$ cat config.mk
export PLATFORM = sky130hd
export DESIGN_NAME = rom_reader_flat
export DESIGN_NICKNAME = d
export VERILOG_FILES = /design/src/rtl/rom_reader_if.sv /design/src/rtl/rom_reader.sv /design/src/flat_wrapper.sv
export SDC_FILE = /design/constraint.sdc
export NUM_CORES = 1
export LEC_CHECK = 0
export ABC_AREA = 1
export BUFFER_PORTS_ARGS = -buffer_cell sky130_fd_sc_hd__buf_4
export CAP_MARGIN = 40
export CORE_MARGIN = 2
export CORE_UTILIZATION = 49
export CTS_CLUSTER_SIZE = 25
export DETAILED_ROUTE_END_ITERATION = 12
export MAX_ROUTING_LAYER = met4
export PLACE_DENSITY = 0.84
export SYNTH_ARGS = -nofsm -noshare
export SYNTH_HDL_FRONTEND = slang
export SYNTH_SLANG_ARGS = --single-unit
export TNS_END_PERCENT = 20
$ cat constraint.sdc
create_clock -name clk -period 2 [get_ports clk]
set_clock_uncertainty 0.15 [all_clocks]
set_input_delay 0 -clock clk [delete_from_list [all_inputs] [get_ports clk]]
set_output_delay 0 -clock clk [all_outputs]
set_load 0.01 [all_outputs]
$ cat src/rtl/rom_reader_if.sv
// rom_reader_if: command, ROM and downstream handshake signals of the ROM reader
interface rom_reader_if #(
  parameter int ADR_W  = 3,
  parameter int DATA_W = 4
);
  logic              start;
  logic              dir;
  logic              loop;
  logic              stop;
  logic [ADR_W-1:0]  ROM_adr;
  logic [DATA_W-1:0] ROM_data;
  logic [DATA_W-1:0] out_data;
  logic              out_valid;
  logic              out_ready;
  logic              busy;
  logic              done;
  modport master (
    input  start, dir, loop, stop, ROM_data, out_ready,
    output ROM_adr, out_data, out_valid, busy, done
  );
  modport slave (
    output start, dir, loop, stop, ROM_data, out_ready,
    input  ROM_adr, out_data, out_valid, busy, done
  );
endinterface

$ cat src/rtl/rom_reader.sv
// rom_reader: steps a combinational ROM address and presents each word over valid/ready
module rom_reader #(
  parameter int ADR_W  = 3,
  parameter int DATA_W = 4,
  parameter int DEPTH  = 8
) (
  input logic         clk,
  input logic         rst_n,
  rom_reader_if.master bus
);
  typedef enum logic [1:0] {IDLE, FETCH, PRESENT} state_t;
  localparam logic [ADR_W-1:0] LAST = ADR_W'(DEPTH - 1);
  state_t            state;
  logic [ADR_W-1:0]  adr;
  logic [DATA_W-1:0] data;
  logic              valid, done, dir_q, loop_q, stop_q;
  logic              at_end;
  assign at_end = dir_q ? (adr == '0) : (adr == LAST);
  // pass sequencing: latch the command, fetch a word, hold it until the consumer takes it
  always_ff @(posedge clk) begin
    if (!rst_n) begin
      state  <= IDLE;
      adr    <= '0;
      data   <= '0;
      valid  <= 1'b0;
      done   <= 1'b0;
      dir_q  <= 1'b0;
      loop_q <= 1'b0;
      stop_q <= 1'b0;
    end else begin
      done <= 1'b0;
      if (state != IDLE && bus.stop) stop_q <= 1'b1;
      case (state)
        IDLE: if (bus.start) begin
          dir_q  <= bus.dir;
          loop_q <= bus.loop;
          stop_q <= 1'b0;
          adr    <= bus.dir ? LAST : '0;
          state  <= FETCH;
        end
        FETCH: begin
          data  <= bus.ROM_data;
          valid <= 1'b1;
          state <= PRESENT;
        end
        PRESENT: if (valid && bus.out_ready) begin
          valid <= 1'b0;
          if ((at_end && !loop_q) || stop_q || bus.stop) begin
            done   <= 1'b1;
            stop_q <= 1'b0;
            state  <= IDLE;
          end else begin
            adr   <= dir_q ? (adr == '0 ? LAST : adr - ADR_W'(1))
                           : (adr == LAST ? '0 : adr + ADR_W'(1));
            state <= FETCH;
          end
        end
        default: state <= IDLE;
      endcase
    end
  end
  assign bus.ROM_adr   = adr;
  assign bus.out_data  = data;
  assign bus.out_valid = valid;
  assign bus.busy      = (state != IDLE);
  assign bus.done      = done;
endmodule

$ cat src/flat_wrapper.sv
// flat-port wrapper written by rule: the top's interface ports become plain ports
module rom_reader_flat 
#(
  parameter int ADR_W  = 3,
  parameter int DATA_W = 4,
  parameter int DEPTH  = 8
)
  (clk, rst_n, bus_start, bus_dir, bus_loop, bus_stop, bus_ROM_data, bus_out_ready, bus_ROM_adr, bus_out_data, bus_out_valid, bus_busy, bus_done);
  rom_reader_if #(.ADR_W(ADR_W), .DATA_W(DATA_W)) bus_i ();
  input logic clk;
  input logic rst_n;
  input wire logic [$bits(bus_i.start)-1:0] bus_start;
  input wire logic [$bits(bus_i.dir)-1:0] bus_dir;
  input wire logic [$bits(bus_i.loop)-1:0] bus_loop;
  input wire logic [$bits(bus_i.stop)-1:0] bus_stop;
  input wire logic [$bits(bus_i.ROM_data)-1:0] bus_ROM_data;
  input wire logic [$bits(bus_i.out_ready)-1:0] bus_out_ready;
  output wire logic [$bits(bus_i.ROM_adr)-1:0] bus_ROM_adr;
  output wire logic [$bits(bus_i.out_data)-1:0] bus_out_data;
  output wire logic [$bits(bus_i.out_valid)-1:0] bus_out_valid;
  output wire logic [$bits(bus_i.busy)-1:0] bus_busy;
  output wire logic [$bits(bus_i.done)-1:0] bus_done;
  assign bus_i.start = bus_start;
  assign bus_i.dir = bus_dir;
  assign bus_i.loop = bus_loop;
  assign bus_i.stop = bus_stop;
  assign bus_i.ROM_data = bus_ROM_data;
  assign bus_i.out_ready = bus_out_ready;
  assign bus_ROM_adr = bus_i.ROM_adr;
  assign bus_out_data = bus_i.out_data;
  assign bus_out_valid = bus_i.out_valid;
  assign bus_busy = bus_i.busy;
  assign bus_done = bus_i.done;
  rom_reader #(.ADR_W(ADR_W), .DATA_W(DATA_W), .DEPTH(DEPTH)) u_core (.clk(clk), .rst_n(rst_n), .bus(bus_i));
endmodule
==> After elaboration in Yosys (flattened, before gate mapping) <==
Index checks and enable logic that the tools add are counted.
{ "classes": {"addsub": 2, "mul": 0, "div": 0, "n_lt_le_gt_ge": 0, "eq_ne": 6, "shifts": 0, "n_mux": 21, "bitwise_logic": 0, "reduce_logical": 16} }
{ "ops": {"columns": ["cell", "count"], "rows": [
  ["2-to-1 mux 3 bit", 7],
  ["2-to-1 mux 1 bit", 8],
  ["one-hot mux 2 bit (3 select lines)", 1],
  ["one-hot mux 3 bit (2 select lines)", 1],
  ["AND reduction 2 bit", 3],
  ["nonzero test 2 bit", 3],
  ["2-to-1 mux 2 bit", 2],
  ["!= test 2 bit, second input constant", 2],
  ["one-hot mux 1 bit (2 select lines)", 2],
  ["AND reduction 4 bit", 1],
  ["adder 3 x 1 -> 3 bit, second input constant", 1],
  ["== test 3 bit, second input constant", 1],
  ["logical AND 1 bit", 3],
  ["logical NOT 3 bit", 1],
  ["AND reduction 3 bit", 1],
  ["subtractor 3 x 1 -> 3 bit, second input constant", 1],
  ["== test 2 x 1 -> 1 bit, second input constant", 1],
  ["== test 2 bit, second input constant", 1],
  ["logical NOT 2 bit", 1],
  ["logical OR 1 bit", 2],
  ["!= test 2 x 1 -> 1 bit, second input constant", 1],
  ["logical NOT 1 bit", 1]
]} }
{ "word_totals": {"regBits": 14, "latchBits": 0, "ram_bits": 0, "mem_bits_ro": 0, "input_bits": 11, "out_inout_bits": 10, "word_cells": 53, "memories": 0} }

==> Logic depth before layout (Yosys ltp) <==
{ "logic_depth": {"word_depth": 8, "ltp_mapped": 11, "depth_no_buf": 11} }

==> Worst setup path after synthesis <==
Ideal clock, no wire load.
{ "synth_path": {"kind": "register -> register", "startpoint": "reg u_core.adr[0] (netlist: u_core.bus.ROM_adr[0])", "endpoint": "reg u_core.adr[2] (netlist: u_core.bus.ROM_adr[2])", "setup_ns": 0.113, "arrival_ns": 1.263, "t_required_ns": 1.737, "path_slack_ns": 0.474, "path_stages_with_launch": 11, "path_buffers": 0, "period_less_slack_ns": 1.526, "path_cell_list": "dfxtp_1 > ha_1 > ha_1 > nor2_2 > nor2_2 > nand2_1 > nand2_2 > nand2_4 > nand2_4 > nor2_1 > nor2_1"} }
{ "synth_between": {"elab_chain_len": 7, "word_cells_on_any_way": 16, "cone_classes": "add/sub (2); eq/ne (2); mux (7); reduce/logical (5)"} }
{ "synth_rtl": {"columns": ["item", "line", "source"], "rows": [
  ["start: declaration", "rom_reader.sv:14", "logic [ADR_W-1:0] adr;"],
  ["start signal: assignment", "rom_reader.sv:38", "adr <= bus.dir ? LAST : '0;"],
  ["start signal: assignment", "rom_reader.sv:53", "adr <= dir_q ? (adr == '0 ? LAST : adr - ADR_W'(1))"],
  ["branches (longest 7 deep; another with adder 3 x 1 -> 3 bit)", null, null]
]} }
Parallel ways; which one is timed is not known. The select of a mux whose other input is x is not followed.
A chain may end at the register's enable or synchronous reset.

==> Worst setup path after layout <==
{ "layout_path": {"startpoint": "reg u_core.state[0]", "endpoint": "reg u_core.data[0] (netlist: u_core.bus.out_data[0])"} }
{ "layout_between": {"elab_chain_len": 1} }
{ "layout_rtl": {"columns": ["item", "line", "source"], "rows": [
  ["start: declaration", "rom_reader.sv:13", "state_t state;"],
  ["start signal: assignment", "rom_reader.sv:22", "state <= IDLE;"],
  ["start signal: assignment", "rom_reader.sv:39", "state <= FETCH;"],
  ["start signal: assignment", "rom_reader.sv:44", "state <= PRESENT;"],
  ["== test 2 x 1 -> 1 bit", "rom_reader.sv:33", "case (state)"],
  ["end signal: assignment", "rom_reader.sv:42", "data <= bus.ROM_data;"],
  ["end: declaration", "rom_reader.sv:15", "logic [DATA_W-1:0] data;"]
]} }
Every way passes these cells.

==> results.txt <==
The post-route netlist has ~27% of its cells at a drive strength greater than 1. For this block, the routed nets add up to 1930 um of wire. The overall overflow remaining after global route is 0. The count of synthesis-stage warnings from yosys came out at 0. Clock-pin slew was measured on the worst setup and hold paths at 0.09 ns. The layout net count is 160. The number of setup buffers added after CTS came out at 0. The later pin in the worst-skew pair is clocked with a latency of ~0.29 ns. The global-route total usage across every layer came out at a little under a quarter.

The worst-case IR drop observed on VDD is between 0.5 and 0.6 mV. The detailed-placement wirelength estimate came out at 1260 um. The number of global-route vias before repair came out at 752. The flow ran to the end, and the final reports show no timing, DRC or antenna violations. After floorplanning, the core was sized to cover around 1500 um^2.

The number of antenna diodes came out at 0. The H-tree depth reported by CTS came out at 1. The total power per unit cell area is between 600 and 700 nW/um^2. The die is ~43 um wide. The signal on the critical path passes through inv_1 -> nor2_2 -> inv_1 -> nor2_1 -> nor2_1 -> dlygate4sd3_1. Pin placement for this block handled 21 I/O pins.

The part of the cycle the worst path needs came out at between 80% and 90%. In this run, synthesis produced a sequential element count of 14. At the placement stage, the worst setup path has a slack of 0.395 ns.

Input and output buffers added on the ports amount to 20. The first-pass GRT wire length came out at 3160 um. The die covers 1870 um^2. TritonCTS built the clock tree. The number of antenna violations at the first check in global routing is 0. The post-route core utilization is between 70 and 80%. In this run, the number of DRC markers left after iteration 0 of detailed routing was 14. The worst path setup slack after routing is 0.205 ns. The tree built by TritonCTS fans out to 14 sinks. The synthesis-to-finish area growth came out at 47.8%. The pin count of the biggest net entering global routing is 13. Broken down by cell family, the worst path's largest delay share belongs to buffers and inverters. The stage delay of the slowest cell on the critical path came out at 0.56 ns. Among all stages on the critical path, the largest delay is contributed by dlygate4sd3_1. The design draws about 780 uW. The time the final worst path needs with I/O delays and setup is 1.80 ns. The setup path with the least slack is of type reg -> reg. The number of pins with negative max-slew slack in the final report came out at 0. The cell type contributing the most total cell area after synthesis is dfxtp_1. The number of cells after detailed placement came out at 140. In the post-synthesis netlist, the biggest area contributors are dfxtp_1, nor2_1, nand2_1. The starting density of the core came out at 51.4%. The average wire length per cell after detail routing is 12.1 um. In this run the clock root is driven by a clkbuf_4. The synthesized netlist cell count came out at 105.

In the routed design, unresolved DRC markers number 0. The critical path launch point type is a register. The worst-margin pin slew came out at 0.235 ns.

The die boundary height is 43.3 um. In this run the remaining antenna-violating nets after routing total 0. The area of combinational cells with multiple inputs came out at roughly 420 um^2. Setup repair after global routing left no endpoint under its margin. The global placer's final weighted congestion came out at 0.913.

In this run the cell area of the synthesized design comes to roughly 760 um^2. The overall via count from detail_route is ~790. The maximum number of buffers from clock root to sink came out at 2. The sequential cells in the finished layout cover a total of 280 um^2. The net count of the mapped netlist is 120. The part of the Yosys area used for sequential elements came out at 37.1%. The placement row count came out at 14. The total setup violations reported at the end of the flow is 0. The count of buffering cells on the critical path with inverters included came out at 3. The detailed-router iteration count before antenna repair came out at 4.

The worst min-delay path class is reg -> reg. The required time reported for the critical path endpoint is just over 2 ns. The endpoint class of the critical path is a register.

The average cell area after synthesis came out at 7.20 um^2. The static leakage is 0.569 nW. The area fraction of the dominant cell type after synthesis is about 37%. The worst relative slew slack is about 84%.

The aggregate negative setup slack came out at 0 ns. Using the TritonRoute via totals, the vias-per-cell ratio works out to 4.93. Once layout is complete, the cells apart from fillers number 160.

The layout filler cell count is 112. The number of unique standard cell types used by synthesis came out at 18. The final count of hold timing violations was 0.

The peak clock frequency supported by timing is 0.557 GHz. The biggest fanout along the worst timing path came out at 6. The max-capacitance violation count came out at 0. The number of buffers created by CTS is 3.

Data on the critical path arrives at its endpoint at about 1.8 ns.
==> through the flow <==
stage	instance area, um^2	hold slack [ns]
2_1_floorplan	756	-0.0151
6_report	1120	0.389
3_3_place_gp	918	0.0726
3_5_place_dp	918	0.0817
5_1_grt	1120	0.425
4_1_cts	1110	0.392
==> cell type report <==
type | count | share of cell area, %
Clock buffer | 4 | 3.25
Inverter | 13 | 4.59
Multi-Input combinational cell | 77 | 37.5
Sequential cell | 14 | 25.1
Tap cell | 16 | 1.79
Timing Repair Buffer | 36 | 27.8
==> sequential cells by signal, summed over array words and instances, names as in the netlist <==
| signal | count |
|---|---|
| u_core.loop_q | 1 |
| u_core.bus.done | 1 |
| u_core.state | 2 |
| u_core.dir_q | 1 |
| u_core.bus.out_data | 4 |
| u_core.stop_q | 1 |
| u_core.bus.ROM_adr | 3 |
| u_core.bus.out_valid | 1 |
==> worst paths after layout <==
| check | start | endpoint | slack [ns] | cells after the start |
|---|---|---|---|---|
| worst max-delay path | u_core.state[0] | u_core.bus.out_data[0] | 0.20 | 6 |
| worst min-delay path | u_core.bus.out_valid | u_core.bus.out_valid | 0.39 | 2 |
| worst max register to register | u_core.state[0] | u_core.bus.out_data[0] | 0.20 | 6 |
| worst min register to register | u_core.bus.out_valid | u_core.bus.out_valid | 0.39 | 2 |
==> Yosys cell counts, drive strengths merged <==
cell type	count
a21oi	6
buf	1
dfxtp	14
ha	4
inv	13
nand2	26
nand3	3
nor2	27
o21ai	10
xor2	1
==> tightest hold or removal path, cell delays in order (launching register included) <==
cell	delay, ns
dfxtp_1	0.36
nand2_1	0.08
a21oi_1	0.05
==> what timing repair did <==
item | in CTS | in global routing
endpoints found under the hold margin | 14 | 0
endpoints found under the setup margin | 0 | 1
gates resized for setup | 0 | 1
hold buffers | 16 | 0
==> layer usage <==
| layer | track usage, % | up-vias | wire [um] |
|---|---|---|---|
| met5 | - | - | 0 |
| met3 | 5.11 | 9 | 89 |
| met1 | 23.4 | 351 | 757 |
| met2 | 42.1 | 25 | 1010 |
| li1 | - | 404 | - |
| met4 | 14.5 | 0 | 68 |
==> cell families (layout without fill, tap and decap cells) <==
logic type               Yosys count  count (layout)  share of synthesized area [%]
AO/OA/AOI/OAI                     16              16                           10.6
XOR/XNOR                           1               1                           1.16
adder cells (fa/ha/maj)            4               4                           6.62
buffers and inverters             14              53                           7.78
flip-flops                        14              14                           37.1
AND/OR/NAND/NOR                   56              56                           36.8
==> report_power, final <==
group	switching [mW]	internal, mW
Combinational	0.122	0.115
Clock	0.0990	0.111
Sequential	0.0262	0.305
==> placed cells by master, fill, tap and decap left out, types with 4 or more instances in the layout <==
master,count
nor2_1,22
nand2_1,21
buf_4,20
dlygate4sd3_1,16
dfxtp_1,14
inv_1,9
o21ai_0,9
a21oi_1,6
nor2_2,4
ha_1,4
No activity file was read; power rests on OpenSTA's default activity.
